## config.mk

```make
export PLATFORM = sky130hd
export DESIGN_NAME = apx_seq_divider
export DESIGN_NICKNAME = d
export VERILOG_FILES = /design/src/rtl/apx_div_pkg.sv /design/src/rtl/apx_div_step.sv /design/src/rtl/apx_seq_divider.sv
export SDC_FILE = /design/constraint.sdc
export NUM_CORES = 1
export LEC_CHECK = 0
export CORE_MARGIN = 2
export CORE_UTILIZATION = 57
export CTS_BUF_LIST = sky130_fd_sc_hd__clkbuf_8 sky130_fd_sc_hd__clkbuf_16
export CTS_CLUSTER_SIZE = 12
export DETAILED_ROUTE_END_ITERATION = 8
export DONT_BUFFER_PORTS = 1
export PLACE_DENSITY = 0.81
export SLEW_MARGIN = 10
export SYNTH_ARGS = -nofsm -noshare
export SYNTH_HDL_FRONTEND = slang
export SYNTH_HIERARCHICAL = 1
export SYNTH_SLANG_ARGS = --single-unit
```

## constraint.sdc

```tcl
create_clock -name clk -period 2.3 [get_ports clk]
set_input_delay 0.345 -clock clk [delete_from_list [all_inputs] [get_ports clk]]
set_output_delay 0.345 -clock clk [all_outputs]
set_load 0.1 [all_outputs]
```

## src/rtl/apx_div_pkg.sv

```systemverilog
// Shared types and constants for the sequential signed divider.
package apx_div_pkg;

  typedef enum logic [1:0] {
    IDLE = 2'd0,
    ITER = 2'd1,
    FIX  = 2'd2
  } state_t;

  // Counter width able to hold 0..w
  function automatic int unsigned cnt_width(input int unsigned w);
    return $clog2(w + 1);
  endfunction

  localparam logic [63:0] QUOT_DIV0 = '1;

endpackage

```

## src/rtl/apx_div_step.sv

```systemverilog
// One radix-2 restoring iteration: shift in a dividend bit, compare, subtract.
module apx_div_step #(
  parameter int unsigned WIDTH = 8
) (
  input  logic [WIDTH-1:0] rem,
  input  logic             bit_in,
  input  logic [WIDTH-1:0] divisor,
  output logic [WIDTH-1:0] rem_next,
  output logic             q_bit
);

  logic [WIDTH:0]   shifted;
  logic [WIDTH-1:0] diff;

  assign shifted  = {rem, bit_in};
  // rem < divisor on entry, so the true difference always fits in WIDTH bits
  assign diff     = shifted[WIDTH-1:0] - divisor;
  assign q_bit    = (shifted >= {1'b0, divisor});
  assign rem_next = q_bit ? diff : shifted[WIDTH-1:0];

endmodule

```

## src/rtl/apx_seq_divider.sv

```systemverilog
// Sequential signed divider, one quotient bit per cycle with start/done handshake.
// Define APX_DIV_TRUNC_EN to skip the low APX_BITS quotient bits and drop the remainder.
module apx_seq_divider
  import apx_div_pkg::*;
#(
  parameter int unsigned WIDTH    = 8,
  parameter int unsigned APX_BITS = 2
) (
  input  logic             clk,
  input  logic             rst,
  input  logic             start,
  input  logic [WIDTH-1:0] input_A,
  input  logic [WIDTH-1:0] input_B,
  output logic             busy,
  output logic             done,
  output logic [WIDTH-1:0] Q,
  output logic [WIDTH-1:0] R,
  output logic             div_by_zero
);

`ifdef APX_DIV_TRUNC_EN
  localparam bit APX_EN = 1'b1;
`else
  localparam bit APX_EN = 1'b0;
`endif

  localparam int unsigned SKIP = APX_EN ? APX_BITS : 0;
  localparam int unsigned N    = WIDTH - SKIP;
  localparam int unsigned CW   = cnt_width(WIDTH);
  localparam logic [WIDTH-1:0] MOST_NEG = {1'b1, {(WIDTH-1){1'b0}}};
  localparam logic [WIDTH-1:0] Q_DIV0   = QUOT_DIV0[WIDTH-1:0];

  state_t           state, state_d;
  logic [WIDTH-1:0] dvd, dvd_d;
  logic [WIDTH-1:0] dvs, dvs_d;
  logic [WIDTH-1:0] rem, rem_d;
  logic [WIDTH-1:0] quo, quo_d;
  logic [CW-1:0]    cnt, cnt_d;
  logic             sign_q, sign_q_d;
  logic             sign_r, sign_r_d;
  logic             special, special_d;
  logic             dz, dz_d;
  logic             busy_d, done_d, dbz_d;
  logic [WIDTH-1:0] q_d, r_d;

  logic [WIDTH-1:0] a_mag, b_mag;
  logic [WIDTH-1:0] step_rem;
  logic             step_q;
  logic [WIDTH-1:0] qmag, rmag;

  assign a_mag = input_A[WIDTH-1] ? (~input_A + WIDTH'(1)) : input_A;
  assign b_mag = input_B[WIDTH-1] ? (~input_B + WIDTH'(1)) : input_B;

  // Skipped low quotient bits come out as zeros after the final shift
  assign qmag = quo << SKIP;
  assign rmag = APX_EN ? '0 : rem;

  apx_div_step #(.WIDTH(WIDTH)) u_step (
    .rem      (rem),
    .bit_in   (dvd[WIDTH-1]),
    .divisor  (dvs),
    .rem_next (step_rem),
    .q_bit    (step_q)
  );

  // State and datapath registers
  always_ff @(posedge clk) begin
    if (rst) begin
      state       <= IDLE;
      dvd         <= '0;
      dvs         <= '0;
      rem         <= '0;
      quo         <= '0;
      cnt         <= '0;
      sign_q      <= 1'b0;
      sign_r      <= 1'b0;
      special     <= 1'b0;
      dz          <= 1'b0;
      busy        <= 1'b0;
      done        <= 1'b0;
      Q           <= '0;
      R           <= '0;
      div_by_zero <= 1'b0;
    end else begin
      state       <= state_d;
      dvd         <= dvd_d;
      dvs         <= dvs_d;
      rem         <= rem_d;
      quo         <= quo_d;
      cnt         <= cnt_d;
      sign_q      <= sign_q_d;
      sign_r      <= sign_r_d;
      special     <= special_d;
      dz          <= dz_d;
      busy        <= busy_d;
      done        <= done_d;
      Q           <= q_d;
      R           <= r_d;
      div_by_zero <= dbz_d;
    end
  end

  // Next-state and next-output logic
  always_comb begin
    state_d   = state;
    dvd_d     = dvd;
    dvs_d     = dvs;
    rem_d     = rem;
    quo_d     = quo;
    cnt_d     = cnt;
    sign_q_d  = sign_q;
    sign_r_d  = sign_r;
    special_d = special;
    dz_d      = dz;
    busy_d    = busy;
    done_d    = 1'b0;
    q_d       = Q;
    r_d       = R;
    dbz_d     = div_by_zero;

    case (state)
      IDLE: begin
        if (start) begin
          busy_d    = 1'b1;
          dvd_d     = a_mag;
          dvs_d     = b_mag;
          rem_d     = '0;
          quo_d     = '0;
          cnt_d     = '0;
          sign_q_d  = input_A[WIDTH-1] ^ input_B[WIDTH-1];
          sign_r_d  = input_A[WIDTH-1];
          special_d = 1'b0;
          dz_d      = 1'b0;
          state_d   = ITER;
          // Special cases carry the final signed result straight to FIX
          if (input_B == '0) begin
            quo_d     = Q_DIV0;
            rem_d     = input_A;
            special_d = 1'b1;
            dz_d      = 1'b1;
            state_d   = FIX;
          end else if ((input_A == MOST_NEG) && (input_B == '1)) begin
            quo_d     = input_A;
            rem_d     = '0;
            special_d = 1'b1;
            state_d   = FIX;
          end
        end
      end
      ITER: begin
        dvd_d = dvd << 1;
        rem_d = step_rem;
        quo_d = {quo[WIDTH-2:0], step_q};
        cnt_d = cnt + CW'(1);
        if (cnt == CW'(N - 1)) state_d = FIX;
      end
      FIX: begin
        state_d = IDLE;
        busy_d  = 1'b0;
        done_d  = 1'b1;
        dbz_d   = dz;
        if (special) begin
          q_d = quo;
          r_d = rem;
        end else begin
          q_d = sign_q ? (~qmag + WIDTH'(1)) : qmag;
          r_d = sign_r ? (~rmag + WIDTH'(1)) : rmag;
        end
      end
      default: state_d = IDLE;
    endcase
  end

endmodule
```

==> summary.md <==
| Metric | Value |
|---|---|
| Run status | complete, but fails checks |
| Failing checks | negative setup slack |
| # fillers | 467 |
| Dpl hpwl | 6000 um |
| Wirelength per Cell | 16.8 um |
| Crit path depth | 10 |
| Total core area | 5920 um^2 |
| Initial antenna violation count | 0 |
| Gate Count Post-Synth | 418 |
| Worst setup margin | -97.4 ps |
| Syn. warnings | 6 |
| Reg2reg setup slack | -100 ps |
| Commonest cells in the netlist | dfxtp_1 (61), nor2_1 (60), a211oi_1 (28), inv_1 (27) |
| CP max FO | 3 |
| Via count | 3,217 |
| DIE AREA | 6780 um^2 |
| Final Cell Area | 4050 um^2 |
| Layout cells sized above 1 | 19.9% |
| Initial DRC count | 250 |
| VDD IR max | 0.488 mV |
| Net Count, Synth | 452 |
| Crit-path slowest cell | a311o_1 |
| Maxcap violations | 0 |
| Hold Buf Count CTS | 0 |
| Max Clock Skew | 10.6 ps |
| Count of state elements after synthesis | 61 |
| Clk buf depth | 2 |
| Cell count after placement | 507 |
| Worst Hold Launch | rst |
| Fin. max-slew vios | 0 |
| Endpoints failing hold | 0 |
| H-tree Lvls | 3 |
| Largest net degree at the start of global routing | 49 |
| RSZ-0062 raised after global routing | yes |
| Final Cycle Share | 104% |
| Hold slack | 49.7 ps |
| Crit path cell chain | inv_2, ha_4, fa_2, nor2b_4, o31a_1, buf_4, a311o_1, mux2_4, a221oi_2, nor2_1 |
| R2R Path Start | dvd[7] |
| Vias in the first global route | 3,002 |
| Total track usage | 27.5% |
| Total gr overflow | 0 |
| Row cnt | 28 |
| Critical Path End Type | flop |
| Post-Syn Area | 3500 um^2 |
| Vias per std cell | 6.15 |
| Initial core utilization | 59.1% |
| Nets | 477 |
| Worst Setup Path Type | flop to flop |
| I/O pins | 38 |
| CTS sink cnt | 61 |
| RePlAce Congestion | 0.940 |
| First-pass GRT wire length | 14,200 um |
| Die Y-Extent | 82.3 um |
| Count leader, synth | dfxtp_1 |
| Die width | 82.3 um |
| Yosys cell types | 58 |
| P per Cell Area | 884 nW/um^2 |
| Slowest Stage Delay on Critical Path | 350 ps |
| Synth top area cells | dfxtp_1 (35%), nor2_1 (6.4%), a211oi_1 (6.0%) |
| Worst Setup EP | rem[6] |
| Worst-path clk slew | 80 ps |
| Post-synth EDFFs | 0 |
| Max_slew headroom | 53.8% |
| Synth Area per Inst | 8.37 um^2 |
| Crit path launch type | flop |
| Min-Delay Path Class | primary input to flop |
| Pre-Repair DR Iteration Count | 5 |
| Diode count | 0 |
| CP required | 2540 ps |
| Slew @ Worst Pin | 690 ps |
| Total leakage power | 1.55 nW |
| Clk_lat worst skew | 360 ps |
| Fmax achieved | 417 MHz |
| WL final | 8790 um |
| Root Buffer | clkbuf_8 |
| FF-to-FF End | rem[6] |
| Largest area contributor in the netlist | dfxtp_1 |
| Critical path's top delay family | compound AO/OA/AOI/OAI gates |
| Sequential share of the synthesized area | 34.9% |
| R2R cell count | 10 |
| Prevailing post-synth register cell | dfxtp_1 |
| CTS Buf Count | 9 |
| Final std cells w/o fill | 523 |
| Crit path from | dvd[7] |
| Routed Antenna Nets | 0 |
| Syn-to-layout area delta | 15.7% |
| I/O Buffers | 0 |
| CTS tree | built |
| # DRC | 0 |
| Final Critical Period | 2400 ps |
| Yosys top cell area share | 34.9% |
| Ys async rst share | 0% |
| Post-DP Area | 3770 um^2 |
| Arrival time worst endpoint | 2640 ps |
| CP bufs+invs | 2 |
| Final setup viols | 1 |
[state kept, by name, summed over array words and instances, names as in the netlist]
name,flops
Q,8
cnt,4
state,2
rem,8
dvd,8
R,8
sign_q,1
special,1
div_by_zero,1
dvs,8
qmag,8
busy,1
sign_r,1
dz,1
done,1
[layer usage]
metal	part of all wire, %	global-route usage, %
met4	3.2	13.5
met5	0	0
met3	7.7	6.96
met2	47	43.6
met1	42	34.7
[worst min path at each step]
stage,cells after the start,slack (ps),to
6_report,1,50,dvd[2]
5_1_grt,1,40,dvd[1]
4_1_cts,1,40,dvd[2]
3_5_place_dp,1,420,dvd[3]
3_3_place_gp,1,420,sign_r
2_1_floorplan,2,430,dvd[3]
[where the power goes]
part	internal [mW]	switching, mW
logic	0.531	0.729
clock network	0.615	0.471
registers	1.16	0.0763
total	2.30	1.28
[metrics by stage]
stage / power, mW / worst slack (ps) / TNS [ps] / util [%]
floorplan: 2.16 / 14.7 / 0 / -
global placement: 2.39 / -36.8 / -36.8 / 63.7
detailed placement: 2.43 / -132 / -146 / 63.7
CTS: 3.52 / 0.997 / 0 / 67.6
global route: 3.75 / -140 / -154 / 68.3
finish: 3.58 / -97.4 / -97.4 / 68.3
[area by class of cell]
type | instances | area, um^2 | share of cell area, %
Clock buffer | 9 | 124 | 3.06
Timing Repair Buffer | 40 | 304 | 7.51
Clock inverter | 7 | 98.8 | 2.44
Inverter | 27 | 101 | 2.50
Sequential cell | 61 | 1220 | 30.2
Tap cell | 75 | 93.8 | 2.32
Multi-Input combinational cell | 304 | 2100 | 51.9
[cell usage in the layout, fill, tap and decap left out, types with 5 or more instances in the layout]
master / netlist / routed
nand2_1: 25 / 24
xnor2_1: 19 / 19
xor2_1: 5 / 5
mux2i_1: 6 / 6
nand2b_1: 6 / 6
dfxtp_1: 61 / 59
o21ai_0: 22 / 21
a221oi_1: 9 / 6
a221oi_2: 2 / 5
clkbuf_8: 0 / 9
a31oi_1: 5 / 5
buf_4: 2 / 39
a211oi_1: 28 / 28
nor2_1: 60 / 59
nor3_1: 10 / 10
ha_1: 14 / 12
nand3_1: 5 / 5
inv_1: 27 / 26
a21oi_1: 25 / 25
[worst reg2reg max path: cells and delay by family (launching register included)]
family,cells,cell delay (ps)
multiplexers,1,280
AND/OR/NAND/NOR,2,140
buffers and inverters,2,220
flip-flops,1,330
AO/OA/AOI/OAI,3,940
adder cells (fa/ha/maj),2,380
[cell families (layout without fill, tap and decap cells)]
group	count (synthesis)	in the layout	share of synthesized area (%)
adders and majority gates	15	15	5.58
buffers and inverters	53	83	6.65
xor gates and xnor gates	24	24	6.01
muxes	11	11	3.33
and+or+nand+nor	129	129	17.8
DFF	61	61	34.9
AOI/OAI and AO/OA	125	125	25.7
[what timing repair did]
item                       CTS  global route
hold endpoints to repair     0             0
pin swaps                    2             8
setup endpoints to repair    5             8
gates cloned                 0             0
buffers inserted             0             0
gates resized for setup      4            11
(Power assumes the default switching activity.)
